--- config.mk ---
export PLATFORM = sky130hd
export DESIGN_NAME = load_store_unit
export DESIGN_NICKNAME = d
export VERILOG_FILES = /design/src/rtl/load_store_unit.sv
export SDC_FILE = /design/constraint.sdc
export NUM_CORES = 1
export LEC_CHECK = 0
export CAP_MARGIN = 20
export CORE_ASPECT_RATIO = 0.75
export CORE_UTILIZATION = 48
export CTS_CLUSTER_DIAMETER = 60
export DETAILED_ROUTE_END_ITERATION = 7
export PLACE_DENSITY = 0.81
export SLEW_MARGIN = 20
export SYNTH_ARGS = -nofsm -noshare
export SYNTH_HDL_FRONTEND = slang
export SYNTH_SLANG_ARGS = --single-unit
--- constraint.sdc ---
create_clock -name clk -period 6.74 [get_ports clk]
set_clock_uncertainty 0.1 [all_clocks]
set_input_delay 1.685 -clock clk [delete_from_list [all_inputs] [get_ports clk]]
set_output_delay 1.685 -clock clk [all_outputs]
set_load 0.02 [all_outputs]
--- src/rtl/load_store_unit.sv ---
// load_store_unit: turns RISC-V loads/stores into word accesses on a word-only data memory.
// Sub-word stores do a read-modify-write; loads are lane-selected and extended.
module load_store_unit #(
  parameter bit AlignMemAddress = 1'b1
) (
  input  logic        clk,
  input  logic        rst,
  input  logic        ReqValid,
  input  logic        MemRead,
  input  logic        MemWrite,
  input  logic [2:0]  Funct3,
  input  logic [31:0] Address,
  input  logic [31:0] StoreData,
  output logic        Ready,
  output logic        Done,
  output logic        Misaligned,
  output logic [31:0] LoadData,
  output logic        MemWriteEnable,
  output logic [31:0] MemAddress,
  output logic [31:0] MemWriteData,
  input  logic [31:0] MemReadData
);
  typedef enum logic [2:0] {IDLE, LOAD, STORE, RMW_READ, RMW_WRITE} state_t;
  state_t state, state_next;
  logic [31:0] addr, sdata, merged, merge_val, load_val;
  logic [2:0] f3;
  logic rd_only, wr_only, f3_ok, align_ok, take, accept, reject;
  logic [7:0] byte_sel;
  logic [15:0] half_sel;
  assign rd_only  = MemRead & ~MemWrite;
  assign wr_only  = MemWrite & ~MemRead;
  assign f3_ok    = rd_only ? Funct3 inside {3'b000, 3'b001, 3'b010, 3'b100, 3'b101}
                            : Funct3 inside {3'b000, 3'b001, 3'b010};
  assign align_ok = (Funct3[1:0] == 2'b01) ? ~Address[0] :
                    (Funct3[1:0] == 2'b10) ? (Address[1:0] == 2'b00) : 1'b1;
  assign take     = ReqValid & (state == IDLE);
  assign accept   = take & (rd_only | wr_only) & f3_ok & align_ok;
  assign reject   = take & ~accept;
  always_comb begin
    state_next = (state == IDLE)     ? (accept ? (rd_only ? LOAD : Funct3[1] ? STORE : RMW_READ) : IDLE) :
                 (state == RMW_READ) ? RMW_WRITE : IDLE;
  end
  assign byte_sel = MemReadData[{addr[1:0], 3'b000} +: 8];
  assign half_sel = MemReadData[{addr[1], 4'b0000} +: 16];
  assign load_val = (f3[1:0] == 2'b00) ? {{24{~f3[2] & byte_sel[7]}}, byte_sel} :
                    (f3[1:0] == 2'b01) ? {{16{~f3[2] & half_sel[15]}}, half_sel} : MemReadData;
  // Only the addressed lane is replaced; the rest of the word comes back unchanged.
  always_comb begin
    merge_val = MemReadData;
    if (f3[0]) merge_val[{addr[1], 4'b0000} +: 16] = sdata[15:0];
    else merge_val[{addr[1:0], 3'b000} +: 8] = sdata[7:0];
  end
  always_ff @(posedge clk or posedge rst) begin
    if (rst) begin
      state      <= IDLE;
      Done       <= 1'b0;
      Misaligned <= 1'b0;
      LoadData   <= '0;
      addr       <= '0;
      sdata      <= '0;
      f3         <= '0;
      merged     <= '0;
    end else begin
      state      <= state_next;
      Done       <= reject | (state inside {LOAD, STORE, RMW_WRITE});
      Misaligned <= reject & (MemRead | MemWrite);
      if (take) begin
        addr  <= Address;
        sdata <= StoreData;
        f3    <= Funct3;
      end
      if (state == LOAD) LoadData <= load_val;
      if (state == RMW_READ) merged <= merge_val;
    end
  end
  assign Ready          = (state == IDLE);
  assign MemWriteEnable = (state == STORE) | (state == RMW_WRITE);
  assign MemAddress     = Ready ? '0 : AlignMemAddress ? {addr[31:2], 2'b00} : addr;
  assign MemWriteData   = (state == STORE) ? sdata : (state == RMW_WRITE) ? merged : '0;
endmodule

==> results.txt <==
status: finished, final reports clean
full die area: 15200 µm²
Setup-failing EPs final: 0
Top Family by Delay on Critical Path: buffers and inverters
clock sinks: 136
Syn Inst Count: 629
power density over the cells: 289 nW/µm²
grt total ovfl: 0
final worst slack: 2.35 ns
layout cell share with drive strength beyond 1: 0.144
Final HPWL DP: 14600 µm
setup_tns: 0 ns
setup bufs post-CTS: 0
setup repair after global routing missed its margin: no
synth unique cells: 45
Post-Syn Area: 7050 µm²
nets: 918
Critical Path RT: 4.95 ns
synth top area cells: dfrtp_1 (48%), mux2_2 (10%), a22o_1 (7.1%), mux2i_1 (4.8%), a221o_1 (3.4%)
CTS tree: built
clock latency on the worst-skew pair: 0.42 ns
maximum vdd drop: 0.226 mV
I/O pins: 204
Worst-Margin Slew: 1.08 ns
initial antenna violation count: 0
initial drt markers: 414
most common flop cell mapped by yosys: dfrtp_1
Core Area: 14000 µm²
Crit path arrival time: 2.60 ns
cts repair resizes: 0
register area share after synthesis: 0.483
startpoint type of the worst setup path: flip-flop
vias: 5979
largest net degree at the start of global routing: 100
global-route wire length before repair: 32100 µm
CP Buf/Inv Count: 2
Max Freq: 228 MHz
All-Layer GR Usage: 0.281
Core Rows: 37
Worst path slowest cell: clkdlybuf4s50_1
ANT cells: 0
top-count cell post-synth: dfrtp_1
Die Height: 107 µm
Final Slew Violations: 0
Starting Density: 0.502
post-synth top area share: 0.483
DRT antenna net count: 0
Clock transition at path regs: 0.06 ns
Inserted Clock Buffers: 17
H-tree levels: 4
Worst Path Max Fanout: 24
placed cells: 982
final weighted congestion in routability-driven placement: 0.906
number of global-route vias before repair: 5833
Yosys Warn Count: 0
final non-filler cell total: 1014
DRT Pass-1 Iters: 7
static leakage: 4.05 nW
Die X: 142 µm
endpoints failing hold: 0
Final Util: 0.695
Critical Path Max Stage Delay: 0.61 ns
CTS Root Cell: clkbuf_16
r2r setup slk: 3.48 ns
Max Root-Sink Buffers: 2
CP Class: flip-flop to primary output
Synth area leader: dfrtp_1
final period utilization: 0.651
Max Cap Viol: 0
WL final: 20500 µm
fraction of registers with async set or reset after synthesis: 1.00
Via density: 5.90
syn_area_per_cell: 11.2 µm²
list of most frequent post-synthesis cells: dfrtp_1 (136), mux2_2 (65), a22o_1 (57)
final worst path period need: 4.39 ns
Setup WS pre-CTS: 2.72 ns
Slew headroom: 0.280
IO buf count: 201
Yosys reg bits: 136
Post-synth EDFFs: 0
Setup crit end kind: primary output
DR DRC count: 0
# hold bufs at CTS: 0
Area growth, synth to finish: 38.3%
Critical Path, Cell by Cell: nor3b_4, buf_4, a22o_1, clkdlybuf4s50_1
drt wl/cell: 20.2 µm
Worst Hold Class: flip-flop to flip-flop
==> final timing paths <==
path | start | endpoint | cells after the start
setup / recovery | state[2] | MemWriteData[0] | 4
hold / removal | LoadData[3] | LoadData[3] | 2
setup reg to reg | addr[1] | merged[8] | 6
hold reg to reg | LoadData[3] | LoadData[3] | 2
max in group asynchronous | rst | f3[0] | 3
min in group asynchronous | rst | sdata[11] | 2
==> kinds of logic (layout without fill, tap and decap cells) <==
group	after synthesis	in the layout	share of synthesized area
compound gates	164	164	0.178
fa+ha+maj	7	7	0.0124
buf+inv	63	252	0.0444
flops	136	136	0.483
mux	99	99	0.152
other cells	1	2	0.000532
simple gates	159	159	0.130
==> metal layers <==
layer / track usage / part of all wire
met5: 0 / 0
met4: 0.121 / 0.022
met3: 0.0741 / 0.089
met2: 0.417 / 0.44
met1: 0.389 / 0.45
==> per-stage QoR <==
step / hold slack, ns / power (mW) / area [µm²]
detailed placement: 0.381 / 1.85 / 9120
CTS: 0.395 / 2.83 / 9730
global route: 0.411 / 2.94 / 9750
finish: 0.396 / 2.82 / 9750
floorplan: 0.373 / 1.50 / 7050
global placement: 0.374 / 1.82 / 9120
==> layout by cell type (no fill, tap or decap), types with 2 or more instances in the layout <==
| master | n |
|---|---|
| nor4_4 | 3 |
| nand3b_1 | 3 |
| a221oi_1 | 8 |
| nor2b_1 | 34 |
| dfrtp_1 | 134 |
| clkinv_4 | 2 |
| o21ai_0 | 12 |
| or3b_1 | 3 |
| a221o_1 | 24 |
| nor4_1 | 2 |
| nor3b_4 | 2 |
| clkdlybuf4s50_1 | 201 |
| nand3_1 | 39 |
| a31oi_1 | 16 |
| clkbuf_1 | 5 |
| nor3_2 | 2 |
| nand2b_1 | 2 |
| a22oi_1 | 7 |
| and3_1 | 8 |
| a21oi_1 | 34 |
| bufinv_16 | 4 |
| nand2_1 | 34 |
| inv_1 | 5 |
| ha_1 | 7 |
| nor2_1 | 19 |
| clkbuf_16 | 17 |
| clkinv_1 | 4 |
| clkbuf_8 | 2 |
| mux2i_1 | 34 |
| mux2_2 | 65 |
| buf_4 | 8 |
| a22o_1 | 57 |
| conb_1 | 2 |
==> final cells by class <==
cell class                      count  area [µm²]
Fill cell                         984        4280
Sequential cell                   136        3410
Multi-Input combinational cell    431        3350
Timing Repair Buffer              210        2090
Clock buffer                       24         472
Tap cell                          195         244
Clock inverter                      7         143
Inverter                           11        46.3
==> where the power goes <==
group	internal, mW	switching, mW	total, mW
sequential	0.969	0.141	1.11
clock	0.637	0.339	0.976
combinational	0.380	0.352	0.731
total	1.99	0.832	2.82
==> state kept, by name (all words and copies together), names as in the netlist <==
name	cells
Done	1
LoadData	32
Misaligned	1
addr	32
f3	3
merged	32
sdata	32
state	3
==> tightest hold or removal path: stages, from the launching register on <==
cell and delay (ns):
dfrtp_1 0.34, nand2_1 0.05, o21ai_0 0.07
Power figures use the tool's default switching activity.
